==> config.mk <==
export PLATFORM = sky130hd
export DESIGN_NAME = muldiv_unit_flat
export DESIGN_NICKNAME = d
export VERILOG_FILES = /design/src/rtl/muldiv_unit_if.sv /design/src/rtl/muldiv_unit.sv /design/src/flat_wrapper.sv
export SDC_FILE = /design/constraint.sdc
export NUM_CORES = 1
export LEC_CHECK = 0
export CAP_MARGIN = 15
export CORE_UTILIZATION = 55
export DETAILED_ROUTE_END_ITERATION = 10
export MAX_ROUTING_LAYER = met4
export PLACE_DENSITY = 0.8
export REMOVE_ABC_BUFFERS = 1
export SLEW_MARGIN = 15
export SYNTH_ARGS = -nofsm -noshare
export SYNTH_HDL_FRONTEND = slang
export SYNTH_SLANG_ARGS = --single-unit
==> constraint.sdc <==
create_clock -name clk -period 5.9 [get_ports clk]
set_input_delay 1.77 -clock clk [delete_from_list [all_inputs] [get_ports clk]]
set_output_delay 1.77 -clock clk [all_outputs]
set_load 0.02 [all_outputs]
==> src/rtl/muldiv_unit_if.sv <==
`default_nettype none
// ---------------------------------------------------------------------------
// muldiv_unit_if : start/busy/done handshake and HI/LO access for muldiv_unit
// Revision 1.0
// ---------------------------------------------------------------------------
interface muldiv_unit_if #(
   parameter int WIDTH = 32
);
   logic             start;
   logic [1:0]       op;
   logic [WIDTH-1:0] a;
   logic [WIDTH-1:0] b;
   logic             wr_hi;
   logic             wr_lo;
   logic [WIDTH-1:0] wdata;
   logic             busy;
   logic             done;
   logic             div_zero;
   logic [WIDTH-1:0] hi;
   logic [WIDTH-1:0] lo;

   modport master (
      output start, op, a, b, wr_hi, wr_lo, wdata,
      input  busy, done, div_zero, hi, lo
   );

   modport slave (
      input  start, op, a, b, wr_hi, wr_lo, wdata,
      output busy, done, div_zero, hi, lo
   );
endinterface
`default_nettype wire

==> src/rtl/muldiv_unit.sv <==
`default_nettype none
// ---------------------------------------------------------------------------
// muldiv_unit : iterative multu/mult/divu/div engine with HI/LO registers.
// Optional signed support via MULDIV_SIGNED_EN.  Revision 1.0
// ---------------------------------------------------------------------------
module muldiv_unit #(
   parameter int WIDTH = 32
) (
   input  logic         clk,
   input  logic         reset,
   muldiv_unit_if.slave bus
);
   localparam int CW = (WIDTH > 1) ? $clog2(WIDTH) : 1;
   localparam logic [CW-1:0] CNT_LAST = CW'(WIDTH - 1);

   typedef enum logic [1:0] {
      S_IDLE  = 2'd0,
      S_CALC  = 2'd1,
      S_FIXUP = 2'd2
   } state_t;

   state_t             state_q, state_d;
   logic [CW-1:0]      cnt_q, cnt_d;
   logic [2*WIDTH-1:0] acc_q, acc_d;
   logic [WIDTH-1:0]   a_q, a_d;
   logic [WIDTH-1:0]   b_q, b_d;
   logic [WIDTH-1:0]   hi_q, hi_d;
   logic [WIDTH-1:0]   lo_q, lo_d;
   logic               is_div_q, is_div_d;
   logic               busy_q, busy_d;
   logic               done_q, done_d;
   logic               dz_q, dz_d;
`ifdef MULDIV_SIGNED_EN
   logic               neg_a_q, neg_a_d;
   logic               neg_b_q, neg_b_d;
`else
   logic               op_sign_unused;
   assign op_sign_unused = bus.op[0];
`endif

   logic [WIDTH:0]     sum;
   logic [WIDTH:0]     shifted;
   logic [WIDTH:0]     diff;
   logic [WIDTH-1:0]   rem;
   logic               qbit;
   logic [2*WIDTH-1:0] prod;

   always_comb begin
      state_d  = state_q;
      cnt_d    = cnt_q;
      acc_d    = acc_q;
      a_d      = a_q;
      b_d      = b_q;
      hi_d     = hi_q;
      lo_d     = lo_q;
      is_div_d = is_div_q;
      busy_d   = busy_q;
      done_d   = 1'b0;
      dz_d     = 1'b0;
`ifdef MULDIV_SIGNED_EN
      neg_a_d  = neg_a_q;
      neg_b_d  = neg_b_q;
`endif
      sum      = '0;
      shifted  = '0;
      diff     = '0;
      rem      = '0;
      qbit     = 1'b0;
      prod     = '0;

      case (state_q)
         S_IDLE: begin
            if (bus.start) begin
               state_d  = S_CALC;
               busy_d   = 1'b1;
               cnt_d    = '0;
               acc_d    = '0;
               is_div_d = bus.op[1];
`ifdef MULDIV_SIGNED_EN
               neg_a_d  = bus.op[0] & bus.a[WIDTH-1];
               neg_b_d  = bus.op[0] & bus.b[WIDTH-1];
               a_d      = neg_a_d ? -bus.a : bus.a;
               b_d      = neg_b_d ? -bus.b : bus.b;
`else
               a_d      = bus.a;
               b_d      = bus.b;
`endif
            end else begin
               if (bus.wr_hi) hi_d = bus.wdata;
               if (bus.wr_lo) lo_d = bus.wdata;
            end
         end

         S_CALC: begin
            if (!is_div_q) begin
               // Upper half accumulates; product bits shift out into the lower half
               sum   = {1'b0, acc_q[2*WIDTH-1:WIDTH]} + ({1'b0, a_q} & {(WIDTH+1){b_q[0]}});
               acc_d = {sum, acc_q[WIDTH-1:1]};
               b_d   = b_q >> 1;
            end else begin
               // Upper half is the partial remainder, lower half collects quotient bits
               shifted = {acc_q[2*WIDTH-1:WIDTH], a_q[WIDTH-1]};
               diff    = shifted - {1'b0, b_q};
               qbit    = ~diff[WIDTH];
               rem     = qbit ? diff[WIDTH-1:0] : shifted[WIDTH-1:0];
               acc_d   = {rem, acc_q[WIDTH-2:0], qbit};
               a_d     = a_q << 1;
            end
            cnt_d = cnt_q + CW'(1);
            if (cnt_q == CNT_LAST) state_d = S_FIXUP;
         end

         S_FIXUP: begin
            state_d = S_IDLE;
            busy_d  = 1'b0;
            done_d  = 1'b1;
            if (!is_div_q) begin
               prod = acc_q;
`ifdef MULDIV_SIGNED_EN
               if (neg_a_q ^ neg_b_q) prod = -acc_q;
`endif
               hi_d = prod[2*WIDTH-1:WIDTH];
               lo_d = prod[WIDTH-1:0];
            end else begin
               // A zero divisor leaves quotient all ones and remainder equal to the dividend
               dz_d = (b_q == '0);
               lo_d = acc_q[WIDTH-1:0];
               hi_d = acc_q[2*WIDTH-1:WIDTH];
`ifdef MULDIV_SIGNED_EN
               if ((neg_a_q ^ neg_b_q) && !dz_d) lo_d = -acc_q[WIDTH-1:0];
               if (neg_a_q) hi_d = -acc_q[2*WIDTH-1:WIDTH];
`endif
            end
         end

         default: begin
            state_d = S_IDLE;
            busy_d  = 1'b0;
         end
      endcase
   end

   always_ff @(posedge clk) begin
      if (reset) begin
         state_q  <= S_IDLE;
         cnt_q    <= '0;
         acc_q    <= '0;
         a_q      <= '0;
         b_q      <= '0;
         hi_q     <= '0;
         lo_q     <= '0;
         is_div_q <= 1'b0;
         busy_q   <= 1'b0;
         done_q   <= 1'b0;
         dz_q     <= 1'b0;
`ifdef MULDIV_SIGNED_EN
         neg_a_q  <= 1'b0;
         neg_b_q  <= 1'b0;
`endif
      end else begin
         state_q  <= state_d;
         cnt_q    <= cnt_d;
         acc_q    <= acc_d;
         a_q      <= a_d;
         b_q      <= b_d;
         hi_q     <= hi_d;
         lo_q     <= lo_d;
         is_div_q <= is_div_d;
         busy_q   <= busy_d;
         done_q   <= done_d;
         dz_q     <= dz_d;
`ifdef MULDIV_SIGNED_EN
         neg_a_q  <= neg_a_d;
         neg_b_q  <= neg_b_d;
`endif
      end
   end

   assign bus.busy     = busy_q;
   assign bus.done     = done_q;
   assign bus.div_zero = dz_q;
   assign bus.hi       = hi_q;
   assign bus.lo       = lo_q;
endmodule
`default_nettype wire

==> src/flat_wrapper.sv <==
// flat-port wrapper written by rule: the top's interface ports become plain ports
module muldiv_unit_flat 
#(
   parameter int WIDTH = 32
)
  (clk, reset, bus_start, bus_op, bus_a, bus_b, bus_wr_hi, bus_wr_lo, bus_wdata, bus_busy, bus_done, bus_div_zero, bus_hi, bus_lo);
  muldiv_unit_if #(.WIDTH(WIDTH)) bus_i ();
  input  logic clk;
  input  logic reset;
  input wire logic [$bits(bus_i.start)-1:0] bus_start;
  input wire logic [$bits(bus_i.op)-1:0] bus_op;
  input wire logic [$bits(bus_i.a)-1:0] bus_a;
  input wire logic [$bits(bus_i.b)-1:0] bus_b;
  input wire logic [$bits(bus_i.wr_hi)-1:0] bus_wr_hi;
  input wire logic [$bits(bus_i.wr_lo)-1:0] bus_wr_lo;
  input wire logic [$bits(bus_i.wdata)-1:0] bus_wdata;
  output wire logic [$bits(bus_i.busy)-1:0] bus_busy;
  output wire logic [$bits(bus_i.done)-1:0] bus_done;
  output wire logic [$bits(bus_i.div_zero)-1:0] bus_div_zero;
  output wire logic [$bits(bus_i.hi)-1:0] bus_hi;
  output wire logic [$bits(bus_i.lo)-1:0] bus_lo;
  assign bus_i.start = bus_start;
  assign bus_i.op = bus_op;
  assign bus_i.a = bus_a;
  assign bus_i.b = bus_b;
  assign bus_i.wr_hi = bus_wr_hi;
  assign bus_i.wr_lo = bus_wr_lo;
  assign bus_i.wdata = bus_wdata;
  assign bus_busy = bus_i.busy;
  assign bus_done = bus_i.done;
  assign bus_div_zero = bus_i.div_zero;
  assign bus_hi = bus_i.hi;
  assign bus_lo = bus_i.lo;
  muldiv_unit #(.WIDTH(WIDTH)) u_core (.clk(clk), .reset(reset), .bus(bus_i));
endmodule
==> flow_summary_export.csv <==
group,metric,value,unit
run_status,status,"finished, violations left",
run_status,violations,"DRC",
critical_path,required,6.32,ns
synth,syn_area,12600,um2
clocking,cts.repair.resized,0,
synth,avgSynthCellArea,7.94,um2
timing,tns,0,ns
synth,syn_inst,1586,
global_route,grt_max_degree,78,
clocking,clk_latency,0.51,ns
synth,synth-seq-cells,203,
synth,synth.distinct_cells,69,
floorplan,rows,55,
place,placed_cell_area,14400,um2
critical_path,max_stage_delay,1.00,ns
finish,diodes,0,
clocking,clkTransAtPathRegs,0.06,ns
routing,viasPerCell,6.01,
routing,drtIter0Drc,1060,
clocking,cts-root-buf,"clkbuf_16",
synth,synth_ff_type,"dfxtp_1",
critical_path,cp_cell_sequence,"ha_1 -> fa_1 -> nand2b_1 -> a21oi_2 -> o211ai_1 -> a21o_1 -> o211ai_1 -> a31oi_1 -> or2_0 -> a211oi_1 -> o31ai_1",
clocking,post-cts-setup-buffers,0,
critical_path,cp.arrival,5.02,ns
global_route,track_usage,30.6,%
timing,finalClockSkew,0.00735,ns
floorplan,initial_core_util,55.8,%
finish,design_area,15100,um2
synth,yosysSeqAreaShare,32.3,%
min_path,min_path_type,"flop to flop",
global_route,grt_pass1_vias,11100,
floorplan,die_height,153,um
floorplan,core,22600,um2
clocking,cts.sinks,203,
critical_path,crit_family,"compound AO/OA/AOI/OAI gates",
routing,ant_nets,0,
finish,final_net_count,1857,
timing,hold_violations,0,
floorplan,die-area,23500,um2
clocking,ctsHoldBuffers,0,
synth,synth_top_area_share,32.3,%
power,pwr_density_cell,248,nW/um2
clocking,clock_path_buffers,3,
timing,relSlewSlack,26.3,%
flow_run,maxCapViolCount,0,
critical_path,crit_path_max_fanout,35,
timing,setup_viol,0,
synth,synth-edff-count,0,
routing,routed_wirelength,35200,um
synth,synth.area.top_cells,"dfxtp_1 32%, mux2i_1 8.8%, nor2_1 7.0%",
routing,drc,1,
critical_path,path_buf_inv,0,
synth,ys_warn_count,0,
power,p_total,3730,uW
finish,layout_commonest_cell,"nor2_1",
global_route,antenna_found_initial,0,
routing,firstDrtPassIters,8,
critical_path,startpoint_type,"flop",
finish,layout_common_cells,"235 x nor2_1, 202 x dfxtp_1, 180 x nand2_1",
power,peakVddDrop,148,uV
floorplan,die_w,153,um
timing,drv_slew,0,
place,gp_congestion,0.863,
clocking,htree_num_levels,1,
global_route,gr-total-overflow,0,
timing,grt_setup_unrepaired,"false",
timing,whs,0.469,ns
place,portBuffers,168,
global_route,grt_first_pass_wirelength,57600,um
synth,synthArstFlopShare,0,%
critical_path,ff2ff_path_depth,11,
floorplan,pin_count,170,
min_path,holdPathStages,1,
critical_path,worst_setup_path_end_kind,"flop",
critical_path,critical_path_depth,11,
critical_path,crit_type,"flop to flop",
timing,worstMarginPinSlew,1.11,ns
finish,drive_above_1_share,4.01,%
timing,timing.fmax,217,MHz
clocking,cts_tree,"built",
critical_path,crit_top_cell,"o211ai_1",
finish,area_delta_synth_final,19.5,%
timing,min_period,4.60,ns
power,p_leak,0.00580,uW
routing,wire_per_inst,17.8,um
clocking,cts_buffers,23,
routing,via_count,11900,
synth,yosys.area.top_type,"dfxtp_1",
place,place_hpwl,25400,um
critical_path,crit_slowest_cell,"dfxtp_1",
timing,period_share,77.9,%
## power by group
part | leakage [uW] | switching [uW] | internal [uW]
sequential | 0.00166 | 78.3 | 1450
combinational | 0.00380 | 479 | 363
clock | 0.000345 | 558 | 803
total | 0.00580 | 1120 | 2610
## cells in the mapped netlist, drive strengths merged, types with 19 or more instances
master  number
clkbuf      93
a22oi       19
a21oi       80
nand3       20
and2        40
a31oi       39
nor3        24
xnor2       33
nand2      180
o21ai       68
nor2       237
inv         47
a211oi      76
dfxtp      203
a311oi      63
mux2i      111
ha          67
## flip-flops by register name (all words and copies together), names as in the netlist
| register | count |
|---|---|
| u_core.a_q | 32 |
| u_core.b_q | 32 |
| u_core.is_div_q | 1 |
| u_core.bus.lo | 32 |
| u_core.bus.hi | 32 |
| u_core.acc_q | 64 |
| u_core.bus.busy | 1 |
| u_core.bus.done | 1 |
| u_core.cnt_q | 5 |
| u_core.state_q | 2 |
| u_core.bus.div_zero | 1 |
## cell families after synthesis
family / count (synthesis) / synth area share [%]
adder cells (fa/ha/maj): 69 / 6.97
AND/OR/NAND/NOR: 565 / 19.6
multiplexers: 111 / 8.82
AO/OA/AOI/OAI: 435 / 24.2
buffers and inverters: 153 / 4.73
flip-flops: 203 / 32.3
XOR/XNOR: 50 / 3.48
## metrics by stage
step / util, % / setup slack (ns) / instances
after floorplan: - / 0.488 / 1481
after global placement: 63.6 / 1.46 / 1945
after detailed placement: 63.6 / 1.37 / 1945
after CTS: 66.7 / 1.32 / 1982
after global routing: 66.7 / 0.866 / 1982
final: 66.7 / 1.30 / 1982
## metal layers
metal / share of wire (%) / GRT usage, %
met3: 6.8 / 4.05
met2: 45 / 48.2
met4: 2.5 / 8.62
met1: 46 / 41.0
met5: 0 / -
## path summary, 6_finish.rpt
path,endpoint,start,slack [ns]
setup / recovery,u_core.acc_q[51],u_core.b_q[0],1.30
hold / removal,u_core.cnt_q[3],u_core.cnt_q[3],0.47
setup reg to reg,u_core.acc_q[51],u_core.b_q[0],1.30
hold reg to reg,u_core.cnt_q[3],u_core.cnt_q[3],0.47
## layout make-up
| type | instances | area, um2 |
|---|---|---|
| flip-flops and latches | 203 | 4070 |
| fillers | 1898 | 7520 |
| multi-input cells | 1230 | 7990 |
| inverters | 48 | 180 |
| repair buffers | 179 | 1760 |
| clock inverters | 4 | 45.0 |
| well taps | 285 | 357 |
| clock buffers | 33 | 653 |
No activity file was read; power rests on OpenSTA's default activity.
